`src/rtl/ysyx_2022040010_mem_pkg.sv`:
```
// Shared widths, size codes, FSM encoding and the EX->MEM bus layout for the MEM stage.
// Consumers: ysyx_2022040010_mem, ysyx_2022040010_lsu_align and the testbench.
package ysyx_2022040010_mem_pkg;

    localparam int EX_TO_MEM_WD = 203;
    localparam int MEM_TO_WB_WD = 134;

    localparam logic [1:0] MEM_SIZE_B = 2'd0;
    localparam logic [1:0] MEM_SIZE_H = 2'd1;
    localparam logic [1:0] MEM_SIZE_W = 2'd2;
    localparam logic [1:0] MEM_SIZE_D = 2'd3;

    typedef enum logic [1:0] {
        MEM_IDLE = 2'd0,
        MEM_REQ  = 2'd1,
        MEM_WAIT = 2'd2,
        MEM_DONE = 2'd3
    } mem_state_e;

    // Field order matches the EX->MEM bus, MSB first.
    typedef struct packed {
        logic [63:0] pc;
        logic        rf_we;
        logic [4:0]  rf_waddr;
        logic [63:0] alu_result;
        logic        mem_ren;
        logic        mem_wen;
        logic [1:0]  mem_size;
        logic        mem_unsigned;
        logic [63:0] mem_wdata;
    } ex_to_mem_t;

    // Low address bits that must be zero for an access of the given size.
    function automatic logic [2:0] size_align_mask(input logic [1:0] size);
        case (size)
            MEM_SIZE_B: size_align_mask = 3'b000;
            MEM_SIZE_H: size_align_mask = 3'b001;
            MEM_SIZE_W: size_align_mask = 3'b011;
            default:    size_align_mask = 3'b111;
        endcase
    endfunction

endpackage

```
`src/rtl/ysyx_2022040010_lsu_align.sv`:
```
// Combinational byte-lane placement for stores and extraction/extension for loads.
module ysyx_2022040010_lsu_align
    import ysyx_2022040010_mem_pkg::*;
(
    input  logic [1:0]  size,
    input  logic        is_unsigned,
    input  logic [2:0]  addr_lo,
    input  logic [63:0] store_data,
    input  logic [63:0] rdata,
    output logic [63:0] wdata,
    output logic [7:0]  wmask,
    output logic [63:0] load_data
);

    logic [7:0]  base_mask;
    logic [63:0] rdata_shifted;
    logic [7:0]  lane_byte [8];

    always_comb begin
        case (size)
            MEM_SIZE_B: base_mask = 8'h01;
            MEM_SIZE_H: base_mask = 8'h03;
            MEM_SIZE_W: base_mask = 8'h0F;
            default:    base_mask = 8'hFF;
        endcase
    end

    // Lanes past byte 7 fall off the top; no wrap-around.
    assign wmask = base_mask << addr_lo;
    assign wdata = store_data << {addr_lo, 3'b000};

    genvar gi;
    generate
        for (gi = 0; gi < 8; gi++) begin : g_lane
            assign lane_byte[gi] = rdata[8*gi +: 8];
        end
    endgenerate

    always_comb begin
        rdata_shifted = '0;
        for (int b = 0; b < 8; b++) begin
            if (32'(b) + 32'(addr_lo) < 32'd8)
                rdata_shifted[8*b +: 8] = lane_byte[b + 32'(addr_lo)];
        end
    end

    always_comb begin
        case (size)
            MEM_SIZE_B: load_data = is_unsigned ? {56'b0, rdata_shifted[7:0]}
                                                : {{56{rdata_shifted[7]}}, rdata_shifted[7:0]};
            MEM_SIZE_H: load_data = is_unsigned ? {48'b0, rdata_shifted[15:0]}
                                                : {{48{rdata_shifted[15]}}, rdata_shifted[15:0]};
            MEM_SIZE_W: load_data = is_unsigned ? {32'b0, rdata_shifted[31:0]}
                                                : {{32{rdata_shifted[31]}}, rdata_shifted[31:0]};
            default:    load_data = rdata_shifted;
        endcase
    end

endmodule

```
`src/rtl/ysyx_2022040010_mem.sv`:
```
// RV64 MEM stage: latches one EX instruction, runs its dmem transaction, emits a one-cycle WB result.
// Optional YSYX_2022040010_MEM_MISALIGN_CHECK_EN turns misaligned accesses into flagged no-ops.
module ysyx_2022040010_mem
    import ysyx_2022040010_mem_pkg::*;
(
    input  logic                    clk,
    input  logic                    rst,
    input  logic                    ex_to_mem_valid,
    input  logic [EX_TO_MEM_WD-1:0] ex_to_mem_bus,
    output logic                    mem_allowin,
    output logic                    dmem_req,
    output logic                    dmem_we,
    output logic [63:0]             dmem_addr,
    output logic [63:0]             dmem_wdata,
    output logic [7:0]              dmem_wmask,
    input  logic                    dmem_gnt,
    input  logic                    dmem_rvalid,
    input  logic [63:0]             dmem_rdata,
    output logic [MEM_TO_WB_WD-1:0] mem_to_wb_bus,
    output logic                    misalign_err
);

    mem_state_e  state_reg, state_next;
    ex_to_mem_t  stage_reg;
    ex_to_mem_t  ex_in;
    logic [63:0] rf_wdata_reg;
    logic        rf_we_reg;
    logic        accept;
    logic        in_is_mem;
    logic        in_misalign;
    logic [63:0] load_data;

    assign ex_in       = ex_to_mem_bus;
    assign mem_allowin = (state_reg == MEM_IDLE) || (state_reg == MEM_DONE);
    assign accept      = ex_to_mem_valid && mem_allowin;
    assign in_is_mem   = ex_in.mem_ren || ex_in.mem_wen;

`ifdef YSYX_2022040010_MEM_MISALIGN_CHECK_EN
    logic misalign_reg;

    assign in_misalign = in_is_mem &&
                         ((ex_in.alu_result[2:0] & size_align_mask(ex_in.mem_size)) != 3'b000);

    always_ff @(posedge clk) begin
        if (!rst)
            misalign_reg <= 1'b0;
        else if (accept)
            misalign_reg <= in_misalign;
    end

    assign misalign_err = (state_reg == MEM_DONE) && misalign_reg;
`else
    assign in_misalign  = 1'b0;
    assign misalign_err = 1'b0;
`endif

    always_comb begin
        state_next = state_reg;
        case (state_reg)
            MEM_IDLE, MEM_DONE: begin
                if (accept)
                    state_next = (in_is_mem && !in_misalign) ? MEM_REQ : MEM_DONE;
                else
                    state_next = MEM_IDLE;
            end
            MEM_REQ: begin
                if (dmem_gnt)
                    state_next = stage_reg.mem_wen ? MEM_DONE : MEM_WAIT;
            end
            MEM_WAIT: begin
                if (dmem_rvalid)
                    state_next = MEM_DONE;
            end
            default: state_next = MEM_IDLE;
        endcase
    end

    always_ff @(posedge clk) begin
        if (!rst) begin
            state_reg    <= MEM_IDLE;
            stage_reg    <= '0;
            rf_wdata_reg <= '0;
            rf_we_reg    <= 1'b0;
        end else begin
            state_reg <= state_next;
            if (accept) begin
                stage_reg    <= ex_in;
                rf_we_reg    <= ex_in.rf_we && !in_misalign;
                rf_wdata_reg <= ex_in.alu_result;
            end else if (state_reg == MEM_WAIT && dmem_rvalid) begin
                rf_wdata_reg <= load_data;
            end
        end
    end

    ysyx_2022040010_lsu_align u_align (
        .size        (stage_reg.mem_size),
        .is_unsigned (stage_reg.mem_unsigned),
        .addr_lo     (stage_reg.alu_result[2:0]),
        .store_data  (stage_reg.mem_wdata),
        .rdata       (dmem_rdata),
        .wdata       (dmem_wdata),
        .wmask       (dmem_wmask),
        .load_data   (load_data)
    );

    assign dmem_req  = (state_reg == MEM_REQ);
    assign dmem_we   = dmem_req && stage_reg.mem_wen;
    assign dmem_addr = {stage_reg.alu_result[63:3], 3'b000};

    assign mem_to_wb_bus = (state_reg == MEM_DONE)
                         ? {stage_reg.pc, rf_we_reg, stage_reg.rf_waddr, rf_wdata_reg}
                         : '0;

endmodule
```
`config.mk`:
```
export PLATFORM = sky130hd
export DESIGN_NAME = ysyx_2022040010_mem
export DESIGN_NICKNAME = d
export VERILOG_FILES = /design/src/rtl/ysyx_2022040010_mem_pkg.sv /design/src/rtl/ysyx_2022040010_lsu_align.sv /design/src/rtl/ysyx_2022040010_mem.sv
export SDC_FILE = /design/constraint.sdc
export NUM_CORES = 1
export LEC_CHECK = 0
export ABC_AREA = 1
export BUFFER_PORTS_ARGS = -buffer_cell sky130_fd_sc_hd__buf_2
export CORE_AREA = 2 2 213 215
export DETAILED_ROUTE_END_ITERATION = 16
export DIE_AREA = 0 0 215 217
export SETUP_SLACK_MARGIN = 0.1
export SYNTH_ARGS = -nofsm -noshare
export SYNTH_HDL_FRONTEND = slang
export SYNTH_HIERARCHICAL = 1
export SYNTH_SLANG_ARGS = --single-unit
```
`constraint.sdc`:
```
create_clock -name clk -period 3.3 [get_ports clk]
set_clock_uncertainty 0.05 [all_clocks]
set_input_delay 0.66 -clock clk [delete_from_list [all_inputs] [get_ports clk]]
set_output_delay 0.66 -clock clk [all_outputs]
set_load 0.01 [all_outputs]
```
; Yosys cells after proc, flatten, opt, wreduce, memory -nomap -nowiden
; Cells that the tools add are included.
[totals]
reg_bits = 268
in_bits = 272
output_inout_bits = 274
word_cells = 106
[classes]
n_addsub = 7
magnitude_cmp = 16
eq_ne = 7
shift = 2
n_mux = 46
n_bitwise = 8
n_reduce_logical = 10
[ops]
columns = operator, n
row1 = 64-bit 2-to-1 mux, 5
row2 = "33-bit by 4-bit >= comparator with 1-bit output, second input constant", 8
row3 = 32-bit NOT with 33-bit output, 7
row4 = "32-bit by 4-bit < comparator with 1-bit output, second input constant", 7
row5 = 8-bit binary-select mux with 3-bit select, 8
row6 = 8-bit 2-to-1 mux, 24
row7 = 64-bit one-hot mux with 3 select lines, 1
row8 = 134-bit 2-to-1 mux, 1
row9 = 64-bit by 6-bit << shifter with 64-bit output, 1
row10 = 3-bit NOT with 33-bit output, 1
row11 = 8-bit one-hot mux with 3 select lines, 1
row12 = "3-bit by 3-bit adder with 4-bit output, first input constant", 4
row13 = "2-bit by 3-bit adder with 4-bit output, first input constant", 2
row14 = 2-bit 2-to-1 mux, 4
row15 = 8-bit by 3-bit << shifter with 8-bit output, 1
row16 = "2-bit equality test, second input constant", 3
row17 = 2-bit one-hot mux with 3 select lines, 1
row18 = "1-bit by 3-bit adder with 4-bit output, first input constant", 1
row19 = "2-bit by 1-bit equality test with 1-bit output, second input constant", 2
row20 = 2-bit zero test, 2
row21 = "3-bit by 4-bit < comparator with 1-bit output, second input constant", 1
row22 = 1-bit logical AND, 3
row23 = 1-bit logical OR, 2
row24 = "2-bit by 1-bit inequality test with 1-bit output, second input constant", 1
row25 = other kinds (5), 5

; Longest topological paths before layout
; Gate-level depths: netlist (run 1).
[logic_depth]
word_depth = 10
mapped_depth = 19

; Cells and area by module
; Netlist (run 1), hierarchy kept.
[modules_own_cells]
columns = mod, instances, cells_per_inst, area_per_inst_um2, seq_area_each_um2
row1 = ysyx_2022040010_mem, 1, 1668, 11308.3, 5365.1
row2 = ysyx_2022040010_lsu_align, 1, 989, 4767.1, 0.0

; Worst setup path before layout (run 1)
; No wires, ideal clock.
[synth_timing]
path_kind = register to register
from = register stage_reg[69] (netlist bit)
to = register rf_wdata_reg[58]
setup_ps = 117
t_arrival_ps = 2574
path_slack_ps = 559
stages_incl_launch_ff = 18
n_path_buf = 6
period_less_slack_ps = 2741
path_cell_list = dfxtp_1 -> inv_2 -> buf_6 -> buf_6 -> buf_6 -> buf_2 -> ha_1 -> ha_1 -> clkbuf_1 -> inv_1 -> clkbuf_1 -> nand2_1 -> nand3_1 -> nand4_1 -> nand2_1 -> nand2_1 -> nor2_1 -> nor2_1
[synth_via]
elab_chain_len = 10
[synth_rtl]
columns = item, line_no
row1 = from (decl), ysyx_2022040010_mem.sv:24  ; ex_to_mem_t stage_reg;
row2 = from (signal assigned), ysyx_2022040010_mem.sv:87  ; stage_reg <= ex_in;
row3 = "parallel branches: the longest is 7 deep, another holds 32-bit by 4-bit < comparator with 1-bit output", -
row4 = 64-bit one-hot mux with 3 select lines *, ysyx_2022040010_lsu_align.sv:48  ; case (size)
row5 = via load_data[58], ysyx_2022040010_mem.sv:31  ; logic [63:0] load_data;
row6 = 64-bit 2-to-1 mux *, ysyx_2022040010_mem.sv:90  ; end else if (state_reg == MEM_WAIT && dmem_rvalid) begin
row7 = 64-bit 2-to-1 mux *, ysyx_2022040010_mem.sv:86  ; if (accept) begin
row8 = to (signal assigned), ysyx_2022040010_mem.sv:89  ; rf_wdata_reg <= ex_in.alu_result;
row9 = to (signal assigned), ysyx_2022040010_mem.sv:91  ; rf_wdata_reg <= load_data;
row10 = to (decl), ysyx_2022040010_mem.sv:26  ; logic [63:0] rf_wdata_reg;
; Mark *: on every way through the listed nets, which the timed path passes. The select of a mux whose other input is x is not followed.
; A chain may end at the register's enable or synchronous reset.

; Final worst setup path (run 1)
[layout_timing]
from = register stage_reg[69] (netlist bit)
to = output dmem_wdata[51]
[layout_via]
elab_chain_len = 1
[layout_rtl]
columns = item, line_no
row1 = 64-bit by 6-bit << shifter with 64-bit output, ysyx_2022040010_lsu_align.sv:30  ; assign wdata = store_data << {addr_lo, 3'b000};
row2 = to (decl), ysyx_2022040010_mem.sv:14  ; output logic [63:0] dmem_wdata,
; Every way passes these cells.

==> impl_metrics.csv, run 1 <==
group,metric,value,unit
critical_path,worstReg2RegStart,"stage_reg[69]",
pwr,share_seq_of_total_power,27.9,%
timing,final.period_utilization,93.1,%
route,route.antenna.remaining_nets,0,
global_routing,grt_start_max_net_pins,205,
clock_network,ctsHtreeMaxLevel,2,
yosys,syn_inst,2657,
yosys,ys.warnings.count,6,
route,wirelength,67.7,mm
global_routing,vias_in_the_first_global_route,17200,
timing,final-max-slew-violation-count,0,
yosys,yosysTopAreaCellShare,33.4,%
critical_path,worst_path_largest_cell_delay,400,ps
global_routing,antenna_found_initial,25,
worst_hold_path,worst_hold_path.endpoint,"stage_reg[14]",
yosys,sequential_to_total_area_share_from_yosys_stat,33.4,%
floorplan,start_util,36.0,%
timing,worst-slew-pin-transition,1050,ps
final_layout,nets,3293,
global_routing,global_route_wire_length_before_repair,101,mm
floorplan,die_width,215,µm
placed_design,gp_congestion,0.942,
yosys,synth_async_sr_flop_share,0,%
final_layout,stdcell_area,19600,µm²
floorplan,die_height,217,µm
final_layout,syn_to_final_growth,22.2,%
pwr,p_int,9.73,mW
clock_network,max-clock-path-buffers,3,
clock_network,cts_tree,"yes",
placed_design,detailed_place.area,18400,µm²
critical_path,critPathArrivalTime,2360,ps
clock_network,cts_made_buffers,34,
critical_path,regToRegSetupSlack,520,ps
yosys,netlist_area,16100,µm²
worst_hold_path,beginning_of_the_worst_hold_path,"ex_to_mem_bus[14]",
placed_design,numPortBuffers,541,
worst_hold_path,hold_class,"in -> reg",
placed_design,detailed_place_hpwl,49.8,mm
pwr,clock_power_share,20.0,%
final_layout,number_of_flip_flops_under_the_largest_register_name,140,
timing,grt_setup_unrepaired,"no",
route,drtIter0Drc,1413,
final_layout,drive_above_1_share,21.9,%
timing,setup_viol,0,
worst_hold_path,hold_path_depth,3,
yosys,synth.cells.most_frequent,"828 x sky130_fd_sc_hd__nand2_1, 452 x sky130_fd_sc_hd__nor2_1, 268 x sky130_fd_sc_hd__dfxtp_1, 260 x sky130_fd_sc_hd__nand3_1, 246 x sky130_fd_sc_hd__o21ai_0",
floorplan,io_pins,546,
pwr,power.density,940,nW/µm²
critical_path,endpoint_kind,"output port",
clock_network,clkTransAtPathRegs,60,ps
critical_path,worst_path_required,2590,ps
yosys,syn_area_per_cell,6.05,µm²
outcome,result_of_the_run,"finished clean",
pwr,combinationalPowerShare,52.1,%
critical_path,reg2regPathDepth,14,
critical_path,crit_slowest_cell,"sky130_fd_sc_hd__dfxtp_4",
pwr,report.power.total,18.5,mW
critical_path,setup.worst_path.start_class,"flip-flop",
pwr,static-leakage-power,10.9,nW
critical_path,maximum_fanout_along_the_worst_path,56,
yosys,postSynthRegisterBits,268,
clock_network,cts_hold_buffers,0,
critical_path,reg_to_reg_end,"rf_wdata_reg[28]",
yosys,synth.most_common_cell,"sky130_fd_sc_hd__nand2_1",
timing,final_hold_viol_count,0,
timing,maxSlewHeadroom,30.1,%
yosys,synth_cell_type_count,35,
yosys,synth_flop_cell,"sky130_fd_sc_hd__dfxtp_1",
global_routing,grt-ovfl-total,0,
route,vias_per_cell,5.05,
floorplan,std_cell_rows,78,
flow_run,drv_cap,0,
yosys,main_area_contributors_after_synthesis,"sky130_fd_sc_hd__dfxtp_1 33%, sky130_fd_sc_hd__nand2_1 19%, sky130_fd_sc_hd__nor2_1 11%, sky130_fd_sc_hd__nand3_1 8.1%, sky130_fd_sc_hd__o21ai_0 7.7%",
floorplan,core_area,44700,µm²
route,average_wire_per_cell_in_the_routed_design,18.6,µm
clock_network,post-cts-setup-buffers,0,
clock_network,worst_skew_pair.late_latency,540,ps
critical_path,setup.worst_path.class,"reg -> out",
route,detail_route.drc_violations,0,
pwr,ir_drop_worst_case_vdd,0.621,mV
pwr,power.share.switching,47.3,%
global_routing,grtUsageTotal,27.8,%
route,firstDrtPassIters,6,
yosys,synth_top_cell_by_area,"sky130_fd_sc_hd__dfxtp_1",
critical_path,path_cells,"clkinv_2, buf_16, nand2_1, a21oi_1, a31oi_2, o21ai_0, buf_4, buf_2",
route,vias,18400,
clock_network,cts.sinks,268,
timing,layout_min_cycle_time,3070,ps
timing,totalNegativeSetupSlack,0,ps
timing,max_clock_freq,326,MHz
clock_network,root_buffer,"sky130_fd_sc_hd__clkbuf_16",
yosys,synth_enable_flop_cells,0,
pwr,power.switching,8.74,mW
floorplan,die_area,46700,µm²
-- worst max-delay path by stage --
stage | to | slack, ps | from | cells past startpoint
2_1_floorplan | rf_wdata_reg[58] | 560 | stage_reg[69] | 17
3_3_place_gp | dmem_wdata[53] | 650 | stage_reg[69] | 6
3_5_place_dp | rf_wdata_reg[28] | 650 | stage_reg[69] | 14
4_1_cts | dmem_wdata[51] | 100 | stage_reg[69] | 7
5_1_grt | dmem_wdata[34] | 170 | stage_reg[69] | 6
6_report | dmem_wdata[51] | 230 | stage_reg[69] | 8
-- cell type report --
class / instances / area, µm²
Fill cell: 5053 / 25100
Multi-Input combinational cell: 1976 / 8670
Sequential cell: 268 / 5370
Timing Repair Buffer: 573 / 3130
Clock buffer: 51 / 1030
Tap cell: 600 / 751
Inverter: 158 / 604
Clock inverter: 8 / 71.3
Antenna cell: 12 / 30.0
-- routing by layer --
layer	vias to the layer above	track usage [%]	routed length [µm]
met1	8614	33.8	28000
met5	-	0	149
met4	22	7.98	1810
li1	9071	-	-
met2	594	48.6	32800
met3	99	7.00	4910
-- stage by stage --
stage	hold slack [ps]	std cells	utilization, %	setup slack (ps)
after floorplan	394	2660	-	559
after global placement	400	3573	41.3	647
after detailed placement	403	3573	41.3	654
after CTS	299	3632	43.7	104
after global routing	319	3642	43.9	167
final	321	3646	44.0	228
-- critical path: cells and delay by family (launching register included) --
kind                   cells  cell delay [ps]
buffers and inverters      4              680
AOI/OAI and AO/OA          3              590
DFF                        1              400
and+or+nand+nor            1              120
-- timing repair --
item,4_1_cts,5_1_grt
endpoints found under the setup margin,4,7
cloned,0,2
gates resized for setup,2,2
-- power groups by stage --
stage | Sequential [mW] | Clock [mW] | Combinational (mW)
2_1_floorplan | 4.95 | 0 | 6.90
3_3_place_gp | 5.17 | 0 | 9.52
3_5_place_dp | 5.20 | 0 | 9.59
4_1_cts | 5.14 | 3.79 | 9.63
5_1_grt | 5.29 | 3.91 | 10.8
6_report | 5.16 | 3.69 | 9.63
-- placed cells by master, fill, tap and decap left out, types with 8 or more instances in the layout --
master / Yosys / layout
sky130_fd_sc_hd__ha_1: 10 / 9
sky130_fd_sc_hd__nand3_1: 260 / 260
sky130_fd_sc_hd__nor2_1: 452 / 452
sky130_fd_sc_hd__dfxtp_1: 268 / 265
sky130_fd_sc_hd__nand2_2: 14 / 14
sky130_fd_sc_hd__o21ai_0: 246 / 246
sky130_fd_sc_hd__inv_1: 151 / 150
sky130_fd_sc_hd__a21oi_1: 78 / 78
sky130_fd_sc_hd__nand4_1: 31 / 31
sky130_fd_sc_hd__buf_4: 76 / 21
sky130_fd_sc_hd__buf_2: 79 / 540
sky130_fd_sc_hd__buf_12: 1 / 8
sky130_fd_sc_hd__diode_2: 0 / 12
sky130_fd_sc_hd__mux2i_1: 23 / 22
sky130_fd_sc_hd__clkbuf_1: 77 / 9
sky130_fd_sc_hd__clkbuf_16: 0 / 39
sky130_fd_sc_hd__o21ai_1: 8 / 8
sky130_fd_sc_hd__nand2_1: 828 / 827
-- logic make-up after synthesis --
family | synth area share [%]
flip-flops | 33.4
adder cells (fa/ha/maj) | 0.778
multiplexers | 1.43
AO/OA/AOI/OAI | 11.0
buffers and inverters | 13.0
other | 0.0233
AND/OR/NAND/NOR | 40.4
No activity file was read; power rests on OpenSTA's default activity.
==> run 2: changes to the inputs <==
--- a/config.mk
+++ b/config.mk
@@ -5,11 +5,12 @@
 export SDC_FILE = /design/constraint.sdc
 export NUM_CORES = 1
 export LEC_CHECK = 0
-export ABC_AREA = 1
+export ABC_AREA = 0
 export BUFFER_PORTS_ARGS = -buffer_cell sky130_fd_sc_hd__buf_2
-export CORE_AREA = 2 2 213 215
+export CORE_AREA = 2 2 211 213
+export CTS_CLUSTER_SIZE = 10
 export DETAILED_ROUTE_END_ITERATION = 16
-export DIE_AREA = 0 0 215 217
+export DIE_AREA = 0 0 213 215
 export SETUP_SLACK_MARGIN = 0.1
 export SYNTH_ARGS = -nofsm -noshare
 export SYNTH_HDL_FRONTEND = slang
==> run 2 against run 1 <==
Compared with the run above: first-iteration DRC count down 5.7%; sequential power down 7.4%; core utilization up 2.4 points; power down 16%; clock-buffer cell count down 7; register-to-register slack worse by 90 ps; via count down 12%.
==> impl_metrics.csv, run 2 <==
group,metric,value,unit
outcome,result_of_the_run,"finished clean",
route,average_wire_per_cell_in_the_routed_design,21.4,µm
placed_design,numPortBuffers,541,
route,wl_met2,31.5,mm
critical_path,crit_slowest_cell,"sky130_fd_sc_hd__dfxtp_4",
clock_network,max-clock-path-buffers,3,
timing,final_hold_viol_count,0,
final_layout,register_area,5370,µm²
route,m1WireLength,25.7,mm
timing,layout_min_cycle_time,3060,ps
pwr,static-leakage-power,8.79,nW
global_routing,vias_in_the_first_global_route,15700,
clock_network,root_buffer,"sky130_fd_sc_hd__clkbuf_16",
yosys,synth.cells.most_frequent,"523 x sky130_fd_sc_hd__nand2_1, 268 x sky130_fd_sc_hd__dfxtp_1, 154 x sky130_fd_sc_hd__a21boi_0, 149 x sky130_fd_sc_hd__and2_1, 117 x sky130_fd_sc_hd__mux2i_1",
clock_network,post-cts-setup-buffers,0,
critical_path,reg_to_reg_end,"rf_wdata_reg[54]",
clock_network,cts_made_buffers,35,
floorplan,io_pins,546,
yosys,main_area_contributors_after_synthesis,"sky130_fd_sc_hd__dfxtp_1 32%, sky130_fd_sc_hd__nand2_1 12%, sky130_fd_sc_hd__mux4_2 8.1%, sky130_fd_sc_hd__mux2i_1 7.1%, sky130_fd_sc_hd__a21boi_0 7.0%",
worst_hold_path,hold_path_depth,3,
final_layout,fillers,4419,
final_layout,multi_input_comb_area,9820,µm²
route,detailroute.wirelength.met3,5.20,mm
global_routing,grt-ovfl-total,0,
timing,grt_setup_unrepaired,"no",
timing,maxSlewHeadroom,47.4,%
final_layout,final_common_cell,"sky130_fd_sc_hd__buf_2",
clock_network,clkTransAtPathRegs,60,ps
final_layout,number_of_flip_flops_under_the_largest_register_name,140,
critical_path,endpoint_kind,"output port",
timing,totalNegativeSetupSlack,0,ps
final_layout,stdcell_area,20200,µm²
floorplan,die_width,213,µm
route,dr.max_layer_used,"met5",
yosys,synth.most_common_cell,"sky130_fd_sc_hd__nand2_1",
clock_network,worst_skew_pair.late_latency,550,ps
timing,worst-slew-pin-transition,784,ps
final_layout,drive_above_1_share,30.6,%
floorplan,die_area,45800,µm²
clock_network,cts.sinks,268,
yosys,syn_inst,2028,
global_routing,grt_start_max_net_pins,103,
route,vias_per_cell,5.40,
clock_network,cts_tree,"yes",
timing,setup_ws,235,ps
yosys,sequential_to_total_area_share_from_yosys_stat,32.3,%
critical_path,regToRegSetupSlack,430,ps
placed_design,detailed_place.area,19100,µm²
global_routing,grtUsageTotal,27.2,%
critical_path,worstReg2RegStart,"stage_reg[70]",
yosys,ys.warnings.count,6,
yosys,synth_async_sr_flop_share,0,%
route,vias,16300,
final_layout,nets,2675,
critical_path,reg2regPathDepth,10,
pwr,ir_drop_worst_case_vdd,0.434,mV
flow_run,drv_cap,0,
final_layout,layoutNonFillerInstCount,3009,
worst_hold_path,worst_hold_path.endpoint,"stage_reg[178]",
pwr,power.density,768,nW/µm²
yosys,synth_cell_type_count,55,
final_layout,layout_common_cells,"540 x sky130_fd_sc_hd__buf_2, 522 x sky130_fd_sc_hd__nand2_1, 265 x sky130_fd_sc_hd__dfxtp_1, 154 x sky130_fd_sc_hd__a21boi_0, 148 x sky130_fd_sc_hd__and2_1",
route,route.antenna.remaining_nets,0,
global_routing,antenna_found_initial,13,
critical_path,path_cells,"buf_16, nor2b_1, buf_4, a21oi_1, o21ai_0, buf_4, buf_2",
critical_path,setup.worst_path.class,"reg -> out",
timing,setup_viol,0,
yosys,synth_enable_flop_cells,0,
critical_path,worst_path_largest_cell_delay,400,ps
yosys,yosysTopAreaCellShare,32.3,%
critical_path,setup.worst_path.start_class,"flip-flop",
yosys,netlist_area,16600,µm²
route,detail_route.drc_violations,0,
placed_design,pre_cts_slack,524,ps
worst_hold_path,hold_class,"in -> reg",
clock_network,cts_hold_buffers,0,
critical_path,path_common_cell,"sky130_fd_sc_hd__buf_4",
placed_design,detailed_place_hpwl,47.6,mm
timing,final-max-slew-violation-count,0,
clock_network,ctsHtreeMaxLevel,2,
global_routing,global_route_wire_length_before_repair,95.9,mm
critical_path,critPathArrivalTime,2350,ps
critical_path,worst_path_required,2590,ps
route,firstDrtPassIters,7,
yosys,synth_top_cell_by_area,"sky130_fd_sc_hd__dfxtp_1",
floorplan,start_util,38.0,%
yosys,synth_flop_cell,"sky130_fd_sc_hd__dfxtp_1",
floorplan,std_cell_rows,77,
timing,final.period_utilization,92.9,%
yosys,postSynthRegisterBits,268,
final_layout,syn_to_final_growth,21.8,%
floorplan,core_area,43600,µm²
pwr,report.power.total,15.5,mW
timing,max_clock_freq,326,MHz
route,wirelength,64.5,mm
route,drtIter0Drc,1333,
yosys,syn_area_per_cell,8.18,µm²
floorplan,die_height,215,µm
placed_design,place.detailed.instances,2947,
critical_path,maximum_fanout_along_the_worst_path,45,
placed_design,gp_congestion,0.977,
worst_hold_path,beginning_of_the_worst_hold_path,"ex_to_mem_bus[178]",
-- run 2: cell count changes in the layout (fill, tap and decap cells not counted), moves of 26 or more --
cell / previous run / this run
sky130_fd_sc_hd__a21boi_1: 0 / 48
sky130_fd_sc_hd__inv_1: 150 / 5
sky130_fd_sc_hd__a21oi_1: 78 / 46
sky130_fd_sc_hd__mux4_2: 0 / 60
sky130_fd_sc_hd__nand3_1: 260 / 11
sky130_fd_sc_hd__mux2i_1: 22 / 117
sky130_fd_sc_hd__mux2_2: 0 / 26
sky130_fd_sc_hd__nand2_1: 827 / 522
sky130_fd_sc_hd__o21ai_0: 246 / 82
sky130_fd_sc_hd__and2_1: 0 / 148
sky130_fd_sc_hd__a21boi_0: 0 / 154
sky130_fd_sc_hd__nor2_1: 452 / 68
sky130_fd_sc_hd__a31oi_1: 6 / 64
-- run 2: cells by family (layout without fill, tap and decap cells) --
logic type	after synthesis	in the layout	share of synthesized area [%]
compound gates	475	475	19.2
xor+xnor	1	1	0.166
fa+ha+maj	10	10	0.754
buf+inv	259	636	8.81
flops	268	268	32.3
mux	203	203	17.0
other cells	1	13	0.0226
simple gates	811	811	21.7
-- run 2: area by class of cell --
| class | count | area share [%] |
|---|---|---|
| diodes | 9 | 0.111 |
| clock buffers | 44 | 4.75 |
| clock inverters | 8 | 0.409 |
| well taps | 592 | 3.66 |
| inverters | 6 | 0.111 |
| repair buffers | 578 | 15.8 |
| multi-input cells | 1504 | 48.6 |
| flip-flops and latches | 268 | 26.6 |
-- run 2: power by group --
part           switching [mW]  total [mW]  internal, mW
Clock                    1.49        3.61          2.12
Combinational            4.48        7.14          2.66
Sequential              0.625        4.78          4.16
Total                    6.59        15.5          8.94
-- run 2: metrics by stage --
step | utilization [%] | hold WS [ps]
final | 46.3 | 309
after CTS | 46.3 | 278
after global placement | 43.8 | 387
after floorplan | - | 380
after global routing | 46.3 | 300
after detailed placement | 43.8 | 391
-- run 2: routing by layer --
metal	up-vias	GRT usage [%]
met5	-	0
met2	724	47.0
met3	112	6.52
met1	7732	32.9
li1	7680	-
met4	10	8.86
-- run 2: critical path: cells and delay by family (launching register included) --
family | cells | cell delay, ps
buf+inv | 4 | 750
compound gates | 2 | 490
flops | 1 | 400
simple gates | 1 | 160
-- run 2: worst max path at each step --
stage	from	endpoint	slack (ps)	cells after the start
after floorplan	stage_reg[70]	rf_wdata_reg[58]	120	14
after global placement	stage_reg[70]	dmem_wdata[52]	500	6
after detailed placement	stage_reg[70]	rf_wdata_reg[51]	520	10
after CTS	stage_reg[70]	dmem_wdata[51]	150	6
after global routing	stage_reg[70]	dmem_wdata[2]	140	5
final	stage_reg[70]	dmem_wdata[50]	240	7
-- run 2: what timing repair did --
action / CTS / global route
resized for setup: 3 / 2
endpoints found under the setup margin: 5 / 2
cloned: 1 / 0
